$ cat config.mk
export PLATFORM = sky130hd
export DESIGN_NAME = mult_16x9_flat
export DESIGN_NICKNAME = d
export VERILOG_FILES = /design/src/rtl/img_proc_pkg.sv /design/src/rtl/mult_16x9_if.sv /design/src/rtl/mult_16x9_pp_gen.sv /design/src/rtl/mult_16x9.sv /design/src/flat_wrapper.sv
export SDC_FILE = /design/constraint.sdc
export NUM_CORES = 1
export LEC_CHECK = 0
export BUFFER_PORTS_ARGS = -buffer_cell sky130_fd_sc_hd__buf_2
export CAP_MARGIN = 10
export CORE_UTILIZATION = 39
export CTS_BUF_LIST = sky130_fd_sc_hd__clkbuf_4
export DETAILED_ROUTE_END_ITERATION = 12
export PLACE_DENSITY = 0.66
export SYNTH_ARGS = -nofsm -noshare
export SYNTH_HDL_FRONTEND = slang
export SYNTH_SLANG_ARGS = --single-unit
export TNS_END_PERCENT = 50
$ cat constraint.sdc
create_clock -name sys_clk -period 5.59 [get_ports sys_clk]
set_input_delay 0.2795 -clock sys_clk [delete_from_list [all_inputs] [get_ports sys_clk]]
set_output_delay 0.2795 -clock sys_clk [all_outputs]
set_load 0.005 [all_outputs]
$ cat src/rtl/img_proc_pkg.sv
// rtl/img_proc_pkg.sv - shared widths and types for the image-processing multiplier
package img_proc_pkg;

  localparam int MULT_A_W = 16;
  localparam int MULT_B_W = 9;
  localparam int MULT_P_W = 25;

  typedef logic [MULT_A_W-1:0] mult_a_t;
  typedef logic [MULT_B_W-1:0] mult_b_t;
  typedef logic [MULT_P_W-1:0] mult_p_t;

  // Sum of three product-width terms; cannot overflow for 16x9 operands.
  function automatic mult_p_t add3(input mult_p_t x, input mult_p_t y, input mult_p_t z);
    return x + y + z;
  endfunction

endpackage

$ cat src/rtl/mult_16x9_if.sv
// rtl/mult_16x9_if.sv - operand/product bus for the 16x9 multiplier
interface mult_16x9_if;
  import img_proc_pkg::*;

  logic    in_valid;
  mult_a_t a_16b;
  mult_b_t b_9b;
  mult_p_t c;
  logic    out_valid;

  // Producer side: drives operands, observes the product.
  modport master (
    output in_valid, a_16b, b_9b,
    input  c, out_valid
  );

  // Multiplier side.
  modport slave (
    input  in_valid, a_16b, b_9b,
    output c, out_valid
  );

endinterface

$ cat src/rtl/mult_16x9_pp_gen.sv
// rtl/mult_16x9_pp_gen.sv - combinational partial-product rows for a 16x9 multiply
module mult_pp_gen
  import img_proc_pkg::*;
(
  input  mult_a_t                          a_i,
  input  mult_b_t                          b_i,
  output logic [MULT_B_W-1:0][MULT_P_W-1:0] pp_o
);

  // Row i is the multiplicand shifted by i, kept only when multiplier bit i is set.
  for (genvar i = 0; i < MULT_B_W; i++) begin : g_row
    assign pp_o[i] = b_i[i] ? (MULT_P_W'(a_i) << i) : '0;
  end

endmodule

$ cat src/rtl/mult_16x9.sv
// rtl/mult_16x9.sv - two-stage pipelined unsigned 16x9 multiplier, explicit adder tree
module mult_16x9
  import img_proc_pkg::*;
(
  input  logic         sys_clk,
  input  logic         sys_rst_n,
  mult_16x9_if.slave   bus
);

  logic [MULT_B_W-1:0][MULT_P_W-1:0] pp;
  mult_p_t s1_d [5];
  mult_p_t s2_d [3];
  mult_p_t s2_q [3];
  logic    v1_q;
  mult_p_t c_d;
  mult_p_t c_q;
  logic    v2_q;

  mult_pp_gen u_pp_gen (
    .a_i  (bus.a_16b),
    .b_i  (bus.b_9b),
    .pp_o (pp)
  );

  // First two adder-tree levels, ahead of the P1 cut.
  always_comb begin
    s1_d[0] = pp[0] + pp[1];
    s1_d[1] = pp[2] + pp[3];
    s1_d[2] = pp[4] + pp[5];
    s1_d[3] = pp[6] + pp[7];
    s1_d[4] = pp[8];
    s2_d[0] = s1_d[0] + s1_d[1];
    s2_d[1] = s1_d[2] + s1_d[3];
    s2_d[2] = s1_d[4];
  end

  // P1: data loads every cycle; valid only qualifies it.
  always_ff @(posedge sys_clk or negedge sys_rst_n) begin
    if (!sys_rst_n) begin
      s2_q[0] <= '0;
      s2_q[1] <= '0;
      s2_q[2] <= '0;
      v1_q    <= 1'b0;
    end else begin
      s2_q[0] <= s2_d[0];
      s2_q[1] <= s2_d[1];
      s2_q[2] <= s2_d[2];
      v1_q    <= bus.in_valid;
    end
  end

  // Final adder level after the P1 cut.
  always_comb begin
    c_d = add3(s2_q[0], s2_q[1], s2_q[2]);
  end

  // P2: registered product and valid, so outputs come only from flops.
  always_ff @(posedge sys_clk or negedge sys_rst_n) begin
    if (!sys_rst_n) begin
      c_q  <= '0;
      v2_q <= 1'b0;
    end else begin
      c_q  <= c_d;
      v2_q <= v1_q;
    end
  end

  assign bus.c         = c_q;
  assign bus.out_valid = v2_q;

endmodule

$ cat src/flat_wrapper.sv
// flat-port wrapper written by rule: the top's interface ports become plain ports
module mult_16x9_flat import img_proc_pkg::*;
  (sys_clk, sys_rst_n, bus_in_valid, bus_a_16b, bus_b_9b, bus_c, bus_out_valid);
  mult_16x9_if bus_i ();
  input  logic sys_clk;
  input  logic sys_rst_n;
  input wire logic [$bits(bus_i.in_valid)-1:0] bus_in_valid;
  input wire logic [$bits(bus_i.a_16b)-1:0] bus_a_16b;
  input wire logic [$bits(bus_i.b_9b)-1:0] bus_b_9b;
  output wire logic [$bits(bus_i.c)-1:0] bus_c;
  output wire logic [$bits(bus_i.out_valid)-1:0] bus_out_valid;
  assign bus_i.in_valid = bus_in_valid;
  assign bus_i.a_16b = bus_a_16b;
  assign bus_i.b_9b = bus_b_9b;
  assign bus_c = bus_i.c;
  assign bus_out_valid = bus_i.out_valid;
  mult_16x9 u_core (.sys_clk(sys_clk), .sys_rst_n(sys_rst_n), .bus(bus_i));
endmodule
==> results.py, run 1 <==
metrics = {
    "cells_and_area": {
        "syn_to_final_growth_pct": 8.840,
        "drive_above_1_share": 0.07941,
        "fillers": 2119,
        "final_common_cell": "and2_1",
        "post-route-util": 0.4369,
        "final_cells": 1296,
        "final_cell_mix": "and2_1 (136), ha_1 (118), dfrtp_1 (85), a21oi_1 (74), xnor2_1 (72)",
        "layout.nets": 1181,
    },
    "grt": {
        "overflow": 0,
        "grt_pass1_wl_mm": 31.19,
        "antenna_found_initial": 1,
        "grt_start_max_net_pins": 86,
        "track_usage": 0.1781,
        "grt_pass1_vias": 6595,
    },
    "floorplanning": {
        "core_mm2": 0.02115,
        "rows": 53,
        "die_area_mm2": 0.02237,
        "start_util": 0.4014,
        "die_h_um": 149.6,
        "io-pin-count": 54,
        "die_w_um": 149.6,
    },
    "synth": {
        "yosys.area_share.simple": 0.2175,
        "ys_ff_latch": 85,
        "synthAdderAreaFrac": 0.2210,
        "avgSynthCellArea_um2": 8.837,
        "syn_inst": 961,
        "synth_top_family_by_area": "adder cells",
        "synth.distinct_cells": 57,
        "yosys_warnings": 0,
        "synth-main-ff-cell": "dfrtp_1",
        "synth_edf_count": 0,
        "synth_xor_area_frac": 0.09179,
        "async_flop_share": 1.000,
        "muxShareOfSynthArea": 0.002357,
        "synth_nets": 1127,
        "synth_compound_area_frac": 0.1912,
        "ys_seq_area_frac": 0.2505,
        "synthesis.area_mm2": 0.008492,
    },
    "worst_setup_path": {
        "worstPathArrival_ns": 4.25,
        "crit_type": "input port to flip-flop",
        "cp-end-kind": "flip-flop",
        "critPathRequiredTime_ns": 5.98,
        "path_cells": "buf_2, and2_1, ha_1, inv_1, fa_1, nor2b_1, o21ai_0, a21boi_0, o2111a_1, o31ai_1, xnor2_1, ha_1, nand2_1, o21ai_0, o21ai_0, o31ai_1, o41ai_1, or4_1, nand3_1",
        "cpPeakStageDelay_ns": 0.47,
        "cpMostUsedCell": "o21ai_0",
        "cp-start-kind": "input port",
        "cp_slowest_cell": "or4_1",
        "worst-path-max-fanout": 16,
    },
    "clock_network": {
        "clockBufferDepth": 2,
        "clock_sinks": 85,
        "cts_buffers": 9,
        "cts_tree": "yes",
        "cts.clk_slew.worst_paths_ns": 0.14,
        "clock_latency_ns": 0.46,
        "h-tree-depth": 3,
        "cts_root_buf": "clkbuf_4",
    },
    "placed_design": {
        "placedCellCount": 1277,
        "post-dp-hpwl_mm": 15.12,
        "io_buffers": 53,
        "place_congestion": 0.8724,
    },
    "sta": {
        "drv_slew": 0,
        "finalCritPeriodShare": 0.6913,
        "setup_violations": 0,
        "worst_slew_pin_slew_ns": 1.034,
        "hold_viol": 0,
        "setup_tns_ns": 0,
        "rsz0062_at_grt": "no",
        "min_period_ns": 3.864,
        "max_freq_mhz": 258.8,
        "finalClockSkew_ns": 0.01572,
        "max_slew_margin": 0.3106,
    },
    "detailed_routing": {
        "vias": 6796,
        "wirelength_mm": 18.87,
        "drt-pass1-iter-count": 4,
        "vias_per_cell": 5.244,
        "ant_nets": 0,
        "wl_per_cell_um": 14.56,
        "drc": 0,
        "drt-initial-drc-count": 405,
    },
    "run": {
        "cap_viol_max_count": 0,
    },
    "power": {
        "peakVddDrop_mv": 0.1704,
        "powerDensity_mw_per_mm2": 362.1,
        "p_leak_nw": 4.384,
    },
    "run_status": {
        "status": "finished, final reports clean",
    },
    "hold_path": {
        "hold_path_class": "input port to flip-flop",
    },
}
[cells in the mapped netlist (4+ instances only)]
library cell,number,share of area
and2_1,136,0.10
ha_1,118,0.17
dfrtp_1,85,0.25
a21oi_1,74,0.044
xnor2_1,72,0.074
nor2_1,62,0.027
o21ai_0,47,0.028
inv_1,46,0.020
nand2_1,42,0.019
nor3_1,27,0.016
a21o_1,24,0.021
o21a_1,23,0.020
fa_1,20,0.047
nor2b_1,18,0.013
nand3_1,17,0.010
xor2_1,17,0.018
nand2b_1,13,0.0096
clkbuf_1,12,0.0053
a211oi_1,10,0.0088
o21bai_1,10,0.0088
o211ai_1,9,0.0080
a31oi_1,7,0.0052
a21boi_0,5,0.0044
nand4_1,5,0.0037
a221oi_1,4,0.0041
a31o_2,4,0.0041
and3_1,4,0.0029
o41ai_1,4,0.0041
or3_1,4,0.0029
[path summary, 6_finish.rpt]
| path | start | endpoint | slack [ns] | depth (start not counted) |
|---|---|---|---|---|
| max | bus_b_9b[5] | u_core.s2_q[48]$_DFF_PN0_ | 1.73 | 19 |
| min | bus_a_16b[0] | u_core.s2_q[29]$_DFF_PN0_ | 0.13 | 2 |
| max reg2reg | u_core.s2_q[9]$_DFF_PN0_ | u_core.bus.c[23]$_DFF_PN0_ | 2.59 | 9 |
| min reg2reg | u_core.s2_q[52]$_DFF_PN0_ | u_core.bus.c[2]$_DFF_PN0_ | 0.37 | 0 |
| max in group asynchronous | sys_rst_n | u_core.s2_q[48]$_DFF_PN0_ | 4.38 | 2 |
| min in group asynchronous | sys_rst_n | u_core.v1_q$_DFF_PN0_ | 0.55 | 2 |
[stage by stage]
| step | hold WS, ns | power (mW) | cell area, um2 | setup slack (ns) |
|---|---|---|---|---|
| final | 0.1263 | 3.346 | 9243 | 1.726 |
| after global routing | 0.09539 | 3.678 | 9243 | 1.418 |
| after CTS | 0.07537 | 3.376 | 9240 | 1.795 |
| after detailed placement | 0.3393 | 2.953 | 9059 | 1.266 |
| after global placement | 0.3321 | 2.922 | 9059 | 1.396 |
| after floorplan | -0.01609 | 2.489 | 8492 | 1.795 |
[power breakdown]
part | internal, mW | switching [mW]
combinational | 0.926 | 1.10
sequential | 0.838 | 0.0806
clock | 0.187 | 0.218
[final cells by class]
type                       count  area [um2]  area share
clock inverter                 6       86.33    0.009341
inverter                      46       172.7     0.01868
timing repair buffer          55       287.8     0.03114
sequential                    85        2127      0.2301
tap                          275       344.1     0.03723
antenna                        1       2.502   0.0002707
multi-input combinational    818        6147      0.6651
clock buffer                  10       75.07    0.008122
[per-layer routing]
layer  GRT usage  routed length (um)
met1      0.2426                9307
met2      0.2928                8509
met3     0.02805                 818
met4     0.04388                 232
met5           0                   0
[state kept, by name, indices dropped and copies added, names as in the netlist]
signal,flops
u_core.bus.out_valid,1
u_core.bus.c,25
u_core.s2_q,58
u_core.v1_q,1
[worst max-delay path: cells and delay by family]
family / cells / cell delay (ns)
AO/OA/AOI/OAI: 8 / 1.69
adder cells (fa/ha/maj): 3 / 0.93
AND/OR/NAND/NOR: 5 / 0.92
buffers and inverters: 2 / 0.26
XOR/XNOR: 1 / 0.15
[cells by family (layout without fill, tap and decap cells)]
kind of cell,Yosys count,count (layout)
buffers and inverters,58,117
flip-flops,85,85
XOR/XNOR,89,89
adder cells (fa/ha/maj),138,138
other,0,1
AND/OR/NAND/NOR,342,342
AO/OA/AOI/OAI,247,247
multiplexers,2,2
[timing repair]
action                    CTS  global route
hold buffers                2             0
setup buffers               0             0
hold endpoints to repair   14             0
gates resized for setup     0             0
(Power assumes the default switching activity.)
==> run 2: changes to the inputs <==
- PLACE_DENSITY: 0.66 -> 0.68
- clock period: 5.59 -> 3.4 ns (I/O delays scaled with it)
==> results.py, run 2 (synthesis results as in run 1) <==
metrics = {
    "detailed_routing": {
        "vias": 7577,
        "ant_nets": 0,
        "wirelength_mm": 19.75,
        "wl_per_cell_um": 13.37,
        "drt-initial-drc-count": 332,
        "drt-pass1-iter-count": 5,
        "vias_per_cell": 5.130,
        "drc": 0,
    },
    "worst_setup_path": {
        "cp-start-kind": "input port",
        "worstPathArrival_ns": 3.72,
        "worst-path-max-fanout": 8,
        "critPathRequiredTime_ns": 3.80,
        "path_cells": "clkbuf_4, and2_1, ha_2, inv_2, fa_2, nor2b_4, o31a_1, o211ai_2, a21boi_2, o21a_1, o211ai_1, nand3_4, ha_4, nand4_1, buf_4, o31ai_4, o41ai_2, or4_1, nand3_1",
        "cp-end-kind": "flip-flop",
        "cpPeakStageDelay_ns": 0.40,
        "crit_type": "input port to flip-flop",
        "critPathBufInv": 3,
        "critical_path.top_delay_family": "compound AO/OA/AOI/OAI gates",
        "cp_slowest_cell": "or4_1",
    },
    "grt": {
        "grt_pass1_vias": 7445,
        "track_usage": 0.1849,
        "grt_start_max_net_pins": 86,
        "grt_pass1_wl_mm": 33.09,
        "overflow": 0,
        "antenna_found_initial": 1,
    },
    "run_status": {
        "status": "finished, final reports clean",
    },
    "clock_network": {
        "clock_sinks": 85,
        "cts_buffers": 9,
        "cts_root_buf": "clkbuf_4",
        "clock_latency_ns": 0.46,
        "cts.clk_slew.worst_paths_ns": 0.13,
        "h-tree-depth": 3,
        "clockBufferDepth": 2,
        "cts_tree": "yes",
    },
    "cells_and_area": {
        "final_cell_mix": "buf_4 (179), and2_1 (136), ha_1 (113), dfrtp_1 (85), a21oi_1 (72)",
        "syn_to_final_growth_pct": 26.64,
        "final_cells": 1477,
        "largest-register": "u_core.s2_q",
        "layout.nets": 1362,
        "post-route-util": 0.5084,
        "drive_above_1_share": 0.2348,
        "final_common_cell": "buf_4",
        "largest_register_ffs": 58,
    },
    "sta": {
        "max_freq_mhz": 301.3,
        "finalClockSkew_ns": 0.02353,
        "max_slew_margin": 0.2929,
        "setup_violations": 0,
        "min_period_ns": 3.319,
        "setup_tns_ns": 0,
        "drv_slew": 0,
        "hold_viol": 0,
        "finalCritPeriodShare": 0.9763,
        "finalHoldWorstSlack_ns": 0.05314,
        "worst_slew_pin_slew_ns": 1.061,
    },
    "floorplanning": {
        "die_area_mm2": 0.02237,
        "start_util": 0.4014,
        "die_h_um": 149.6,
        "io-pin-count": 54,
        "die_w_um": 149.6,
        "rows": 53,
        "core_mm2": 0.02115,
    },
    "placed_design": {
        "place_congestion": 0.8972,
        "post-dp-hpwl_mm": 16.43,
        "placedCellCount": 1446,
        "io_buffers": 53,
    },
    "power": {
        "p_leak_nw": 5.275,
        "powerDensity_mw_per_mm2": 545.8,
        "peakVddDrop_mv": 0.2954,
    },
    "run": {
        "cap_viol_max_count": 0,
    },
    "hold_path": {
        "hold_path_class": "input port to flip-flop",
    },
}
run 2: changes by cell type in the layout (fill, tap and decap cells not counted), moves of 4 or more:
cell	change
buf_4	+178
o21ai_0	-8
o21ai_1	+7
ha_1	-5
a21boi_0	-4
dlygate4sd3_1	+4
run 2: final timing paths:
check | from | to | slack (ns) | cells past startpoint
min | bus_a_16b[0] | u_core.s2_q[29]$_DFF_PN0_ | 0.05 | 2
max reg2reg | u_core.s2_q[9]$_DFF_PN0_ | u_core.bus.c[23]$_DFF_PN0_ | 0.34 | 9
max in group asynchronous | sys_rst_n | u_core.bus.c[0]$_DFF_PN0_ | 2.28 | 2
max | bus_a_16b[1] | u_core.s2_q[48]$_DFF_PN0_ | 0.08 | 19
min in group asynchronous | sys_rst_n | u_core.bus.c[8]$_DFF_PN0_ | 0.41 | 2
min reg2reg | u_core.s2_q[50]$_DFF_PN0_ | u_core.bus.c[0]$_DFF_PN0_ | 0.36 | 0
run 2: routing by layer:
layer,vias to the layer above,global-route usage,wire (um)
met5,-,0,0
met4,0,0.04796,231
met3,18,0.02287,539
met2,103,0.3257,9588
met1,3581,0.2371,9388
li1,3875,-,-
run 2: stage by stage:
step | instance area (um2) | setup WS (ns) | total power [mW]
floorplan | 8513 | -0.02142 | 4.100
global placement | 10350 | -0.3692 | 5.136
detailed placement | 10350 | -0.4661 | 5.217
CTS | 10550 | 0.03757 | 5.846
global route | 10750 | -0.07602 | 6.444
finish | 10750 | 0.08054 | 5.870
run 2: what timing repair did:
item | in CTS | in global routing
setup buffers | 0 | 8
endpoints found under the hold margin | 89 | 0
hold buffers | 6 | 0
endpoints found under the setup margin | 0 | 12
resized for setup | 0 | 39
run 2: final cells by class:
type	count	area (um2)
diodes	1	2.502
clock inverters	6	62.56
flip-flops and latches	85	2127
multi-input cells	818	6302
repair buffers	236	1668
inverters	46	172.7
fillers	1973	10400
clock buffers	10	75.07
well taps	275	344.1
run 2: report_power, final:
part | internal, mW | switching [mW]
clock | 0.232 | 0.363
combinational | 1.84 | 1.93
sequential | 1.38 | 0.128
total | 3.45 | 2.42
==> run 3: changes to the inputs <==
- ABC_AREA: not set -> 1
- PLACE_DENSITY: 0.68 -> 0.66
- clock period: 3.4 -> 4 ns (I/O delays scaled with it)
==> results.py, run 3 <==
metrics = {
    "run_status": {
        "status": "finished, final reports clean",
    },
    "power": {
        "powerDensity_mw_per_mm2": 483.9,
        "p_leak_nw": 6.604,
        "peakVddDrop_mv": 0.3414,
    },
    "synth": {
        "synth_edf_count": 0,
        "ys_ff_latch": 85,
        "avgSynthCellArea_um2": 6.747,
        "synth.distinct_cells": 41,
        "synth_top_area_cell": "dfrtp_1",
        "async_flop_share": 1.000,
        "yosys-top-cells-count": "nand2_1 (413), inv_1 (274), ha_1 (118), a21oi_1 (108), dfrtp_1 (85)",
        "yosysMostFrequentCell": "nand2_1",
        "synthesis.area_mm2": 0.009588,
        "synth-main-ff-cell": "dfrtp_1",
        "yosys_warnings": 0,
        "ys_seq_area_frac": 0.2218,
        "syn_inst": 1421,
        "synth_top_area_frac": 0.2218,
        "synth.area.top_cells": "dfrtp_1 (22%), nand2_1 (16%), ha_1 (15%), inv_1 (11%), a21oi_1 (5.6%)",
        "synth_nets": 1587,
    },
    "cells_and_area": {
        "drive_above_1_share": 0.07750,
        "layout.nets": 1619,
        "syn_to_final_growth_pct": 7.112,
        "largest_register_ffs": 58,
        "largest-register": "u_core.s2_q",
        "final_common_cell": "nand2_1",
        "final_cells": 1783,
        "final_cell_mix": "nand2_1 (413), inv_1 (274), ha_1 (118), a21oi_1 (108), dfrtp_1 (85)",
    },
    "worst_setup_path": {
        "cp-start-kind": "input port",
        "crit_type": "input port to flip-flop",
        "worstPathArrival_ns": 3.20,
        "critPathRequiredTime_ns": 4.37,
        "timing.rr.end": "u_core.bus.c[19]$_DFF_PN0_",
        "r2r_cells": 9,
        "r2r-start": "u_core.s2_q[30]$_DFF_PN0_",
        "cp-end-kind": "flip-flop",
        "worst-path-max-fanout": 16,
        "r2r_slack_ns": 1.66,
    },
    "detailed_routing": {
        "drt-pass1-iter-count": 6,
        "route.met3.wl_mm": 1.135,
        "dr_wl_met2_mm": 10.57,
        "wl_per_cell_um": 13.79,
        "top_layer": "met4",
        "drt-initial-drc-count": 707,
        "vias_per_cell": 4.933,
        "wirelength_mm": 24.60,
        "drc": 0,
        "wl_met1_mm": 12.43,
        "vias": 8796,
        "ant_nets": 0,
    },
    "floorplanning": {
        "start_util": 0.3954,
        "io-pin-count": 54,
        "die_w_um": 158.8,
        "core_mm2": 0.02425,
        "rows": 57,
        "die_area_mm2": 0.02522,
        "die_h_um": 158.8,
    },
    "sta": {
        "rsz0062_at_grt": "no",
        "setup_violations": 0,
        "finalCritPeriodShare": 0.7093,
        "drv_slew": 0,
        "finalClockSkew_ns": 0.01655,
        "worst_slew_pin_slew_ns": 1.030,
        "max_slew_margin": 0.3135,
        "setup_tns_ns": 0,
        "max_freq_mhz": 352.4,
        "min_period_ns": 2.837,
        "hold_viol": 0,
    },
    "clock_network": {
        "cts_buffers": 9,
        "clockBufferDepth": 2,
        "cts.clk_slew.worst_paths_ns": 0.16,
        "h-tree-depth": 3,
        "clock_sinks": 85,
        "cts_resized": 0,
        "clock_latency_ns": 0.47,
        "cts_root_buf": "clkbuf_4",
        "cts_tree": "yes",
    },
    "placed_design": {
        "placedCellCount": 1764,
        "place_congestion": 0.9970,
        "post-dp-hpwl_mm": 20.06,
        "io_buffers": 53,
    },
    "run": {
        "cap_viol_max_count": 0,
    },
    "hold_path": {
        "hold_path_class": "input port to flip-flop",
        "hold_path_startpoint": "bus_a_16b[0]",
        "min_path_cells": 3,
        "min_to": "u_core.s2_q[50]$_DFF_PN0_",
    },
    "grt": {
        "grt_pass1_vias": 8259,
        "track_usage": 0.1989,
        "grt_start_max_net_pins": 86,
        "antenna_found_initial": 1,
        "grt_pass1_wl_mm": 40.30,
        "overflow": 0,
    },
}
==> run 3: area by class of cell <==
cell class,instances,area [um2]
Fill cell,2570,13980
Multi-Input combinational cell,1026,6285
Sequential cell,85,2127
Inverter,276,1036
Tap cell,324,405.4
Timing Repair Buffer,55,287.8
Clock buffer,9,67.56
Clock inverter,7,58.81
Antenna cell,1,2.502
==> run 3: worst max-delay path: stages <==
cell	delay, ns
buf_2	0.28
nand2_1	0.08
inv_1	0.06
ha_1	0.18
inv_1	0.06
fa_1	0.45
nor3_1	0.28
o21ai_0	0.19
nand2_1	0.12
nand2_1	0.05
nand2_1	0.05
inv_1	0.04
ha_1	0.35
nand2_1	0.09
nor2_1	0.14
and3_1	0.16
nand2_1	0.05
nand2_1	0.08
nand2_1	0.05
nand2_1	0.07
nand2_1	0.06
nand2_1	0.05
nand2_1	0.04
==> run 3: worst max-delay path by stage <==
stage / start / to / slack (ns) / depth (start not counted)
after global placement: bus_b_9b[7] / u_core.s2_q[47]$_DFF_PN0_ / 0.76 / 18
after detailed placement: bus_b_9b[4] / u_core.s2_q[47]$_DFF_PN0_ / 0.74 / 16
final: bus_b_9b[4] / u_core.s2_q[48]$_DFF_PN0_ / 1.16 / 23
after CTS: bus_b_9b[4] / u_core.s2_q[47]$_DFF_PN0_ / 1.25 / 16
after global routing: bus_b_9b[4] / u_core.s2_q[48]$_DFF_PN0_ / 0.77 / 23
after floorplan: bus_b_9b[4] / u_core.s2_q[48]$_DFF_PN0_ / 0.91 / 24
==> run 3: logic make-up after synthesis <==
family          share of synthesized area
compound gates                     0.1172
simple gates                       0.2641
flops                              0.2218
xor+xnor                          0.07843
buf+inv                            0.1227
fa+ha+maj                          0.1957
==> run 3: timing repair <==
item | 4_1_cts | 5_1_grt
buffers inserted | 0 | 0
endpoints found under the hold margin | 86 | 0
hold buffers | 2 | 0
==> run 3: metrics by stage <==
step / cell area, um2 / hold WS (ns) / util / worst slack [ns] / power (mW)
after floorplan: 9588 / -0.09559 / - / 0.9142 / 3.693
after global routing: 10270 / 0.03748 / 0.4235 / 0.7742 / 5.501
final: 10270 / 0.04164 / 0.4235 / 1.163 / 4.970
after CTS: 10270 / 0.01719 / 0.4234 / 1.247 / 4.970
after global placement: 10120 / 0.3179 / 0.4174 / 0.7648 / 4.456
after detailed placement: 10120 / 0.3160 / 0.4174 / 0.7354 / 4.486
==> run 3: where the power goes <==
| group | switching [mW] | leakage, nW | internal, mW |
|---|---|---|---|
| registers | 0.119 | 1.03 | 1.17 |
| logic | 2.00 | 5.51 | 1.21 |
| clock network | 0.329 | 0.0640 | 0.137 |
| total | 2.45 | 6.60 | 2.52 |
==> run 3: routing by layer <==
metal	GRT usage	vias up
li1	-	4512
met1	0.2864	4021
met2	0.3184	235
met3	0.01803	28
met4	0.04943	0
met5	0	-
